### src/rtl/sn7402_tester_if.sv
// sn7402_tester_if: control and pin-level bundle between the sequencer, its host and the NOR part
interface sn7402_tester_if;
  logic start, vcc, gnd, busy, done, pass;
  logic [3:0] a, b, y, fail_mask;
  modport master (input start, y, output vcc, gnd, a, b, busy, done, pass, fail_mask);
  modport slave (output start, y, input vcc, gnd, a, b, busy, done, pass, fail_mask);
endinterface

### src/rtl/sn7402_tester.sv
// sn7402_tester: powers an SN7402, sweeps rotated input patterns over all gates, flags per-gate mismatches
module sn7402_tester #(
  parameter int SETTLE_CYCLES = 2,
  parameter int PASSES = 1
) (
  input logic clk,
  input logic reset_n,
  sn7402_tester_if.master bus
);
  localparam int CW = $clog2(SETTLE_CYCLES + 1);
  localparam int PW = $clog2(PASSES + 1);
  typedef enum logic [2:0] {IDLE, PWRUP, DRIVE, CHECK, DONE} state_t;
  state_t state, state_n;
  logic [CW-1:0] cnt;
  logic [PW-1:0] sweep;
  logic [1:0] vec, vec_n;
  logic [3:0] a_n, b_n, fail_n;
  logic settled, last, go;
  assign settled = cnt == CW'(SETTLE_CYCLES - 1);
  assign last = vec == 2'd3 && sweep == PW'(PASSES - 1);
  assign go = state == IDLE && bus.start;
  always_ff @(posedge clk or negedge reset_n) begin
    if (!reset_n) begin
      state <= IDLE;
      cnt <= '0;
      sweep <= '0;
      vec <= '0;
      bus.vcc <= 1'b0;
      bus.gnd <= 1'b1;
      bus.a <= '0;
      bus.b <= '0;
      bus.done <= 1'b0;
      bus.pass <= 1'b0;
      bus.fail_mask <= '0;
    end else begin
      state <= state_n;
      cnt <= (state == PWRUP || state == DRIVE) && !settled ? cnt + 1'b1 : '0;
      sweep <= state == IDLE ? '0 : state == CHECK && vec == 2'd3 ? sweep + 1'b1 : sweep;
      vec <= vec_n;
      bus.vcc <= go ? 1'b1 : state == DONE ? 1'b0 : bus.vcc;
      bus.gnd <= go ? 1'b0 : state == DONE ? 1'b1 : bus.gnd;
      bus.a <= a_n;
      bus.b <= b_n;
      bus.done <= state == DONE;
      bus.pass <= go ? 1'b0 : state == DONE ? bus.fail_mask == 4'd0 : bus.pass;
      bus.fail_mask <= go ? '0 : state == CHECK ? fail_n : bus.fail_mask;
    end
  end
  always_comb begin
    state_n = state;
    unique case (state)
      IDLE:    state_n = bus.start ? PWRUP : IDLE;
      PWRUP:   state_n = settled ? DRIVE : PWRUP;
      DRIVE:   state_n = settled ? CHECK : DRIVE;
      CHECK:   state_n = last ? DONE : DRIVE;
      DONE:    state_n = IDLE;
      default: state_n = IDLE;
    endcase
  end
  // patterns follow the next vector so a/b only move on entry to DRIVE
  always_comb begin
    bus.busy = state != IDLE;
    vec_n = state == CHECK ? vec + 2'd1 : state == DRIVE ? vec : 2'd0;
    a_n = '0;
    b_n = '0;
    fail_n = bus.fail_mask;
    for (int g = 0; g < 4; g++) begin
      {a_n[g], b_n[g]} = state_n == DRIVE || state_n == CHECK ? vec_n + 2'(g) : 2'b00;
      fail_n[g] = bus.fail_mask[g] | (bus.y[g] !== ~(bus.a[g] | bus.b[g]));
    end
  end
endmodule

### src/flat_wrapper.sv
// flat-port wrapper written by rule: the top's interface ports become plain ports
module sn7402_tester_flat 
#(
  parameter int SETTLE_CYCLES = 2,
  parameter int PASSES = 1
)
  (clk, reset_n, bus_start, bus_y, bus_vcc, bus_gnd, bus_a, bus_b, bus_busy, bus_done, bus_pass, bus_fail_mask);
  sn7402_tester_if bus_i ();
  input logic clk;
  input logic reset_n;
  input wire logic [$bits(bus_i.start)-1:0] bus_start;
  input wire logic [$bits(bus_i.y)-1:0] bus_y;
  output wire logic [$bits(bus_i.vcc)-1:0] bus_vcc;
  output wire logic [$bits(bus_i.gnd)-1:0] bus_gnd;
  output wire logic [$bits(bus_i.a)-1:0] bus_a;
  output wire logic [$bits(bus_i.b)-1:0] bus_b;
  output wire logic [$bits(bus_i.busy)-1:0] bus_busy;
  output wire logic [$bits(bus_i.done)-1:0] bus_done;
  output wire logic [$bits(bus_i.pass)-1:0] bus_pass;
  output wire logic [$bits(bus_i.fail_mask)-1:0] bus_fail_mask;
  assign bus_i.start = bus_start;
  assign bus_i.y = bus_y;
  assign bus_vcc = bus_i.vcc;
  assign bus_gnd = bus_i.gnd;
  assign bus_a = bus_i.a;
  assign bus_b = bus_i.b;
  assign bus_busy = bus_i.busy;
  assign bus_done = bus_i.done;
  assign bus_pass = bus_i.pass;
  assign bus_fail_mask = bus_i.fail_mask;
  sn7402_tester #(.SETTLE_CYCLES(SETTLE_CYCLES), .PASSES(PASSES)) u_core (.clk(clk), .reset_n(reset_n), .bus(bus_i));
endmodule
### config.mk
export PLATFORM = sky130hd
export DESIGN_NAME = sn7402_tester_flat
export DESIGN_NICKNAME = d
export VERILOG_FILES = /design/src/rtl/sn7402_tester_if.sv /design/src/rtl/sn7402_tester.sv /design/src/flat_wrapper.sv
export SDC_FILE = /design/constraint.sdc
export NUM_CORES = 1
export LEC_CHECK = 0
export CAP_MARGIN = 15
export CORE_ASPECT_RATIO = 0.75
export CORE_UTILIZATION = 35
export CTS_CLUSTER_DIAMETER = 40
export CTS_CLUSTER_SIZE = 28
export DETAILED_ROUTE_END_ITERATION = 7
export PLACE_DENSITY = 0.66
export SYNTH_ARGS = -nofsm -noshare
export SYNTH_HDL_FRONTEND = slang
export SYNTH_SLANG_ARGS = --single-unit
### constraint.sdc
create_clock -name clk -period 2.29 [get_ports clk]
set_input_delay 0.229 -clock clk [delete_from_list [all_inputs] [get_ports clk]]
set_output_delay 0.229 -clock clk [all_outputs]
set_load 0.01 [all_outputs]
==> flow_summary.json, run 1 <==
{
  "core-area_um2": 2620,
  "firstDrtPassIters": 2,
  "yosysUniqueCellTypes": 30,
  "hold_viol": 0,
  "fin_crit_ns": 1.90,
  "postLayoutCoreUtil_pct": 48.5,
  "cts_resized": 0,
  "layout_commonest_cell": "clkdlybuf4s50_1",
  "mostFrequentLayoutCells": "clkdlybuf4s50_1, dfrtp_1, nor2_1, nand2_1",
  "tns_ns": 0,
  "grt_pass1_wl_mm": 2.70,
  "fin_cells": 150,
  "io_pins": 24,
  "arrival_ns": 1.67,
  "antenna_found_initial": 0,
  "hp-class": "input port to async pin",
  "peakVddDrop_v": 0.000574,
  "criticalPathCategory": "flop to output pin",
  "wire_per_inst_um": 11.4,
  "n_antenna_cell": 0,
  "finalClockSkew_ns": 0.00425,
  "synth_edf_count": 0,
  "fp-row-count": 16,
  "grt_pass1_vias": 611,
  "portBuffers": 23,
  "yosys_register_bits": 22,
  "htreeDepth": 1,
  "synth_cells": 92,
  "holdWs_ns": 0.300,
  "ys.flop_type": "dfrtp_1",
  "cts_buffers": 3,
  "vias_per_cell": 4.71,
  "outcome": "completed",
  "initial_core_util_pct": 37.2,
  "clk_pin_slew_worst_paths_ns": 0.07,
  "grt_max_degree": 16,
  "layout-drive-gt1-share_pct": 6.14,
  "synthArstFlopShare_pct": 100,
  "cts_sinks": 22,
  "yosysWarnings": 0,
  "rsz0062_at_grt": "no",
  "required_ns": 2.06,
  "p_leak_uw": 0.000565,
  "clk_path_buf_depth": 2,
  "slew_violations": 0,
  "track_usage_pct": 12.3,
  "clock_latency_ns": 0.25,
  "synth_nets": 101,
  "setup_ws_ns": 0.392,
  "period_share_pct": 82.9,
  "chipHeight_um": 47.7,
  "gp_congestion": 0.737,
  "die_w_um": 63.0,
  "synth_area_um2": 976,
  "endpoint_kind": "output pin",
  "clock.fmax_ghz": 0.527,
  "area_growth_pct": 30.4,
  "startpoint_type": "flop",
  "dpl.cell_count": 146,
  "vias": 707,
  "grt.overflow.total": 0,
  "die_area_um2": 3010,
  "syn_area_per_cell_um2": 10.6,
  "cap_viol_max_count": 0,
  "clockRootBuffer": "clkbuf_8",
  "pre_cts_ws_ns": 0.679,
  "cts_tree": "built",
  "drt-total-wl_mm": 1.71,
  "setup_viol": 0,
  "drc": 0,
  "tightest_slew_ns": 0.485,
  "relSlewSlack_pct": 67.6,
  "drtIter0Drc": 7,
  "cts_setup_buffers": 0,
  "ant_nets": 0,
  "place_hpwl_mm": 1.35,
  "nets": 124,
  "cp_max_fo": 15,
  "postCtsHoldBufs": 0,
  "p_per_area_nw_per_um2": 1340,
  "ys_seq_area_share_pct": 56.5
}
## stage by stage
| step | area (µm²) | power, µW |
|---|---|---|
| floorplan | 976 | 1160 |
| global placement | 1220 | 1430 |
| detailed placement | 1220 | 1450 |
| CTS | 1270 | 1730 |
| global route | 1270 | 1850 |
| finish | 1270 | 1700 |
## power breakdown
| group | total [µW] | internal (µW) | switching, µW |
|---|---|---|---|
| clock network | 262 | 153 | 109 |
| registers | 690 | 541 | 149 |
| logic | 752 | 405 | 346 |
## logic make-up after synthesis
family / count (synthesis) / share of synthesized area (%)
compound gates: 14 / 9.74
fa+ha+maj: 2 / 2.56
mux: 1 / 1.03
xor+xnor: 6 / 5.38
buf+inv: 10 / 5.77
simple gates: 37 / 19.0
flops: 22 / 56.5
## per-layer routing
metal / vias to the layer above / global-route usage, % / wire length [µm]
met2: 10 / 21.9 / 881
met1: 347 / 14.3 / 759
met5: - / 0 / 0
met3: 2 / 4.52 / 62
li1: 348 / - / -
met4: 0 / 4.19 / 9
## flip-flops by register name, summed over array words and instances (netlist names), 2 cells and up
| signal | flops |
|---|---|
| u_core.cnt | 2 |
| u_core.state | 3 |
| u_core.bus.b | 2 |
| u_core.bus.a | 4 |
| u_core.bus.fail_mask | 4 |
| u_core.vec | 2 |
## path summary, 6_finish.rpt
check | startpoint | end | slack (ns) | cells past startpoint
setup / recovery | u_core.state[0]$_DFF_PN0_ | bus_busy | 0.39 | 2
hold / removal | reset_n | u_core.cnt[1]$_DFF_PN0_ | 0.30 | 1
setup reg to reg | u_core.vec[0]$_DFF_PN0_ | u_core.bus.a[1]$_DFF_PN0_ | 0.71 | 4
hold reg to reg | u_core.cnt[0]$_DFF_PN0_ | u_core.cnt[0]$_DFF_PN0_ | 0.44 | 1
max in group asynchronous | reset_n | u_core.bus.gnd$_DFFE_PN1P_ | 1.38 | 2
min in group clk | u_core.cnt[0]$_DFF_PN0_ | u_core.cnt[0]$_DFF_PN0_ | 0.44 | 1
## worst max-delay path: stages (launching register included)
cell             delay [ns]
dfrtp_1                0.56
or3_1                  0.38
clkdlybuf4s50_1        0.48
## area by class of cell
| cell class | instances | area (µm²) |
|---|---|---|
| repair buffers | 24 | 238 |
| fillers | 242 | 1350 |
| clock buffers | 4 | 55.1 |
| flip-flops and latches | 22 | 552 |
| inverters | 4 | 15.0 |
| multi-input cells | 60 | 368 |
| well taps | 36 | 45.0 |
## Yosys cell counts, drive strengths merged (2+ instances only)
master  count  area [µm²]
a21oi       2        13.8
buf         5        36.3
dfrtp      21         526
ha          2        25.0
inv         4        15.0
nand2       8        30.0
nand2b      2        12.5
nor2       12        45.0
nor2b       2        12.5
nor3        4        20.0
nor4        2        12.5
o21ai       6        30.0
or3         3        18.8
xnor2       6        52.6
No activity file was read; power rests on OpenSTA's default activity.
==> inputs of run 2 (changes only) <==
==> constraint.sdc (replaced) <==
create_clock -name clk -period 1.8 [get_ports clk]
set_input_delay 0.18 -clock clk [delete_from_list [all_inputs] [get_ports clk]]
set_output_delay 0.18 -clock clk [all_outputs]
set_load 0.01 [all_outputs]
==> flow_summary.json, run 2 (synthesis results as in run 1) <==
{
  "layout-drive-gt1-share_pct": 13.9,
  "drc": 0,
  "clockRootBuffer": "clkbuf_8",
  "chipHeight_um": 47.7,
  "track_usage_pct": 12.9,
  "area_growth_pct": 36.8,
  "drt-total-wl_mm": 1.68,
  "dpl.cell_count": 147,
  "die_area_um2": 3010,
  "max_stage_delay_ns": 0.48,
  "grt_pass1_wl_mm": 2.79,
  "place_hpwl_mm": 1.29,
  "r2r_start": "u_core.vec[0]$_DFF_PN0_",
  "arrival_ns": 1.54,
  "crit_path_start": "u_core.state[0]$_DFF_PN0_",
  "initial_core_util_pct": 37.2,
  "crit_chain": "or3_1, clkdlybuf4s50_1",
  "grt.overflow.total": 0,
  "relSlewSlack_pct": 69.3,
  "required_ns": 1.62,
  "clock.fmax_ghz": 0.580,
  "p_per_area_nw_per_um2": 1670,
  "outcome": "completed",
  "top_regs": "u_core.bus.a (4), u_core.bus.fail_mask (4), u_core.state (3)",
  "vias_per_cell": 4.56,
  "reg2reg_depth": 4,
  "nets": 132,
  "fin_cells": 158,
  "period_share_pct": 95.8,
  "hp-class": "input port to async pin",
  "die_w_um": 63.0,
  "tightest_slew_ns": 0.459,
  "cp_max_fo": 9,
  "setup_viol": 0,
  "slew_violations": 0,
  "pre_cts_ws_ns": 0.232,
  "fp-row-count": 16,
  "cts_tree": "built",
  "r2r_slack_ns": 0.23,
  "tns_ns": 0,
  "postCtsHoldBufs": 0,
  "cts_sinks": 22,
  "peakVddDrop_v": 0.000801,
  "layout_commonest_cell": "clkdlybuf4s50_1",
  "holdWs_ns": 0.259,
  "r2r-end": "u_core.bus.a[3]$_DFF_PN0_",
  "portBuffers": 23,
  "setup_ws_ns": 0.0758,
  "p_leak_uw": 0.000602,
  "rsz0062_at_grt": "no",
  "wire_per_inst_um": 10.7,
  "fill_cells": 241,
  "ant_nets": 0,
  "htreeDepth": 1,
  "criticalPathCategory": "flop to output pin",
  "hold_viol": 0,
  "fin_crit_ns": 1.72,
  "clk_path_buf_depth": 2,
  "cts_buffers": 3,
  "drtIter0Drc": 6,
  "grt_pass1_vias": 639,
  "clock_latency_ns": 0.26,
  "cap_viol_max_count": 0,
  "mostFrequentLayoutCells": "clkdlybuf4s50_1, dfrtp_1, nor2_1, buf_4, nand2_1",
  "firstDrtPassIters": 3,
  "n_antenna_cell": 0,
  "antenna_found_initial": 0,
  "clk_pin_slew_worst_paths_ns": 0.07,
  "finalClockSkew_ns": 0.00232,
  "startpoint_type": "flop",
  "endpoint_kind": "output pin",
  "grt_max_degree": 23,
  "slowest_stage": "clkdlybuf4s50_1",
  "gp_congestion": 0.761,
  "vias": 721,
  "core-area_um2": 2620,
  "io_pins": 24,
  "p_total_uw": 2230
}
run 2: changes by cell type in the layout (fill, tap and decap cells not counted), sizes merged:
cell  previous run  this run
buf              1         9
run 2: what timing repair did:
action	CTS	global route
setup buffers	0	7
setup endpoints to repair	1	1
gates resized for setup	1	1
hold endpoints to repair	0	0
run 2: routing by layer:
| metal | global-route usage, % | part of all wire (%) | vias up |
|---|---|---|---|
| li1 | - | - | 369 |
| met3 | 4.52 | 4.1 | 5 |
| met1 | 15.8 | 45 | 336 |
| met5 | 0 | 0 | - |
| met2 | 20.2 | 50 | 11 |
| met4 | 7.91 | 1.5 | 0 |
run 2: where the power goes:
group / switching, µW / internal, µW / leakage (µW)
clock network: 142 / 195 / 0.0000288
registers: 153 / 692 / 0.000265
logic: 474 / 578 / 0.000308
total: 769 / 1460 / 0.000602
run 2: worst max-delay path by stage:
stage                                              to  slack, ns  cells past startpoint
after CTS                                    bus_busy       0.02                      2
final                                        bus_busy       0.08                      2
after global routing                         bus_busy       0.02                      2
after global placement    u_core.bus.pass$_DFFE_PN0P_       0.26                      4
after detailed placement    u_core.bus.a[3]$_DFF_PN0_       0.23                      4
after floorplan             u_core.bus.a[1]$_DFF_PN0_       0.33                      5
run 2: through the flow:
step / cell area, µm² / utilization (%)
floorplan: 976 / -
global placement: 1220 / 46.7
detailed placement: 1220 / 46.7
CTS: 1280 / 48.9
global route: 1340 / 50.9
finish: 1340 / 50.9
run 2: critical path: cells and delay by family, from the launching register on:
family / cells / cell delay, ns
buffers and inverters: 1 / 0.48
flip-flops: 1 / 0.47
AND/OR/NAND/NOR: 1 / 0.33
run 2: cell type report:
type / instances / area, µm² / area share [%]
sequential: 22 / 554 / 41.5
multi-input combinational: 60 / 368 / 27.6
timing repair buffer: 32 / 298 / 22.3
clock buffer: 4 / 55.1 / 4.12
tap: 36 / 45.0 / 3.37
inverter: 4 / 15.0 / 1.12
==> inputs of run 3 (changes only) <==
==> constraint.sdc (replaced) <==
create_clock -name clk -period 1.9 [get_ports clk]
set_input_delay 0.19 -clock clk [delete_from_list [all_inputs] [get_ports clk]]
set_output_delay 0.19 -clock clk [all_outputs]
set_load 0.01 [all_outputs]
==> flow_summary.json, run 3 (synthesis results as in run 1) <==
{
  "track_usage_pct": 12.6,
  "criticalPathCategory": "flop to output pin",
  "layout_commonest_cell": "clkdlybuf4s50_1",
  "n_antenna_cell": 0,
  "fin_cells": 150,
  "postCtsHoldBufs": 0,
  "initial_core_util_pct": 37.2,
  "tns_ns": 0,
  "peakVddDrop_v": 0.000621,
  "firstDrtPassIters": 5,
  "cts_setup_buffers": 0,
  "hold_viol": 0,
  "tightest_slew_ns": 0.452,
  "arrival_ns": 1.63,
  "startpoint_type": "flop",
  "dpl.cell_count": 146,
  "p_per_area_nw_per_um2": 1610,
  "endpoint": "bus_busy",
  "chipHeight_um": 47.7,
  "slew_violations": 0,
  "setup_viol": 0,
  "grt_pass1_vias": 602,
  "drtIter0Drc": 16,
  "io_pins": 24,
  "clock.fmax_ghz": 0.550,
  "r2r-end": "u_core.bus.a[1]$_DFF_PN0_",
  "vias": 697,
  "endpoint_kind": "output pin",
  "r2r_slack_ns": 0.33,
  "drt-total-wl_mm": 1.67,
  "cts_tree": "built",
  "finalClockSkew_ns": 0.00182,
  "htreeDepth": 1,
  "clock_latency_ns": 0.25,
  "ant_nets": 0,
  "area_growth_pct": 30.5,
  "relSlewSlack_pct": 69.8,
  "cts_buffers": 3,
  "grt_pass1_wl_mm": 2.74,
  "r2r_start": "u_core.vec[0]$_DFF_PN0_",
  "layout-drive-gt1-share_pct": 7.02,
  "fill_cells": 245,
  "required_ns": 1.71,
  "postLayoutCoreUtil_pct": 48.6,
  "gp_congestion": 0.725,
  "wire_per_inst_um": 11.1,
  "die_area_um2": 3010,
  "grt.overflow.total": 0,
  "max_stage_delay_ns": 0.50,
  "top_regs": "u_core.bus.a (4), u_core.bus.fail_mask (4), u_core.state (3)",
  "vias_per_cell": 4.65,
  "clk_pin_slew_worst_paths_ns": 0.07,
  "clk_path_buf_depth": 2,
  "die_w_um": 63.0,
  "hp-class": "input port to async pin",
  "fp-row-count": 16,
  "period_share_pct": 95.6,
  "slowest_stage": "dfrtp_1",
  "reg2reg_depth": 4,
  "cp_max_fo": 12,
  "clockRootBuffer": "clkbuf_8",
  "nets": 124,
  "grt_max_degree": 23,
  "antenna_found_initial": 0,
  "place_hpwl_mm": 1.30,
  "p_leak_uw": 0.000564,
  "outcome": "completed",
  "cts_sinks": 22,
  "portBuffers": 23,
  "core-area_um2": 2620,
  "crit_chain": "or3_1, clkdlybuf4s50_1",
  "rsz0062_at_grt": "no",
  "drc": 0,
  "cap_viol_max_count": 0,
  "holdWs_ns": 0.270,
  "crit_path_start": "u_core.state[1]$_DFF_PN0_",
  "mostFrequentLayoutCells": "clkdlybuf4s50_1, dfrtp_1, nor2_1, nand2_1",
  "fin_crit_ns": 1.82
}
-- run 3: cell count changes in the layout (fill, tap and decap cells not counted), sizes merged --
cell | before | now
buf | 9 | 1
-- run 3: layout make-up --
| type | instances | area [µm²] | share of cell area, % |
|---|---|---|---|
| repair buffers | 24 | 238 | 18.7 |
| inverters | 4 | 15.0 | 1.18 |
| flip-flops and latches | 22 | 553 | 43.4 |
| multi-input cells | 60 | 368 | 28.9 |
| clock buffers | 4 | 55.1 | 4.32 |
| well taps | 36 | 45.0 | 3.54 |
-- run 3: report_power, final --
group          leakage (µW)  switching (µW)  internal (µW)
clock             0.0000288             138            184
sequential         0.000266             175            654
combinational      0.000269             406            487
total              0.000564             719           1330
-- run 3: timing repair --
action,CTS,global route
resized for setup,0,1
endpoints found under the hold margin,0,0
setup endpoints to repair,0,1
-- run 3: worst max-delay path: cells and delay by family, from the launching register on --
kind          cells  cell delay [ns]
buf+inv           1             0.48
flops             1             0.50
simple gates      1             0.39
-- run 3: how the worst min path moves through the flow --
stage / end / slack, ns / from / depth (start not counted)
finish: u_core.cnt[0]$_DFF_PN0_ / 0.27 / reset_n / 2
global route: u_core.cnt[0]$_DFF_PN0_ / 0.30 / reset_n / 2
global placement: u_core.cnt[0]$_DFF_PN0_ / 0.42 / u_core.cnt[0]$_DFF_PN0_ / 1
detailed placement: u_core.cnt[0]$_DFF_PN0_ / 0.43 / u_core.cnt[0]$_DFF_PN0_ / 1
floorplan: u_core.bus.a[0]$_DFF_PN0_ / -0.11 / reset_n / 0
CTS: u_core.cnt[0]$_DFF_PN0_ / 0.27 / reset_n / 2
-- run 3: per-stage QoR --
stage               total power, µW  instance area [µm²]  setup slack, ns
floorplan                      1400                  976            0.430
global placement               1720                 1220            0.335
detailed placement             1750                 1220            0.307
CTS                            2070                 1270           0.0213
global route                   2220                 1270           0.0130
finish                         2040                 1270           0.0831
-- run 3: layer usage --
metal / GRT usage [%] / wire length [µm] / vias to the layer above
met3: 5.00 / 59 / 2
met2: 21.1 / 846 / 10
met5: 0 / 0 / -
met4: 5.58 / 17 / 0
li1: - / - / 351
met1: 14.9 / 743 / 334
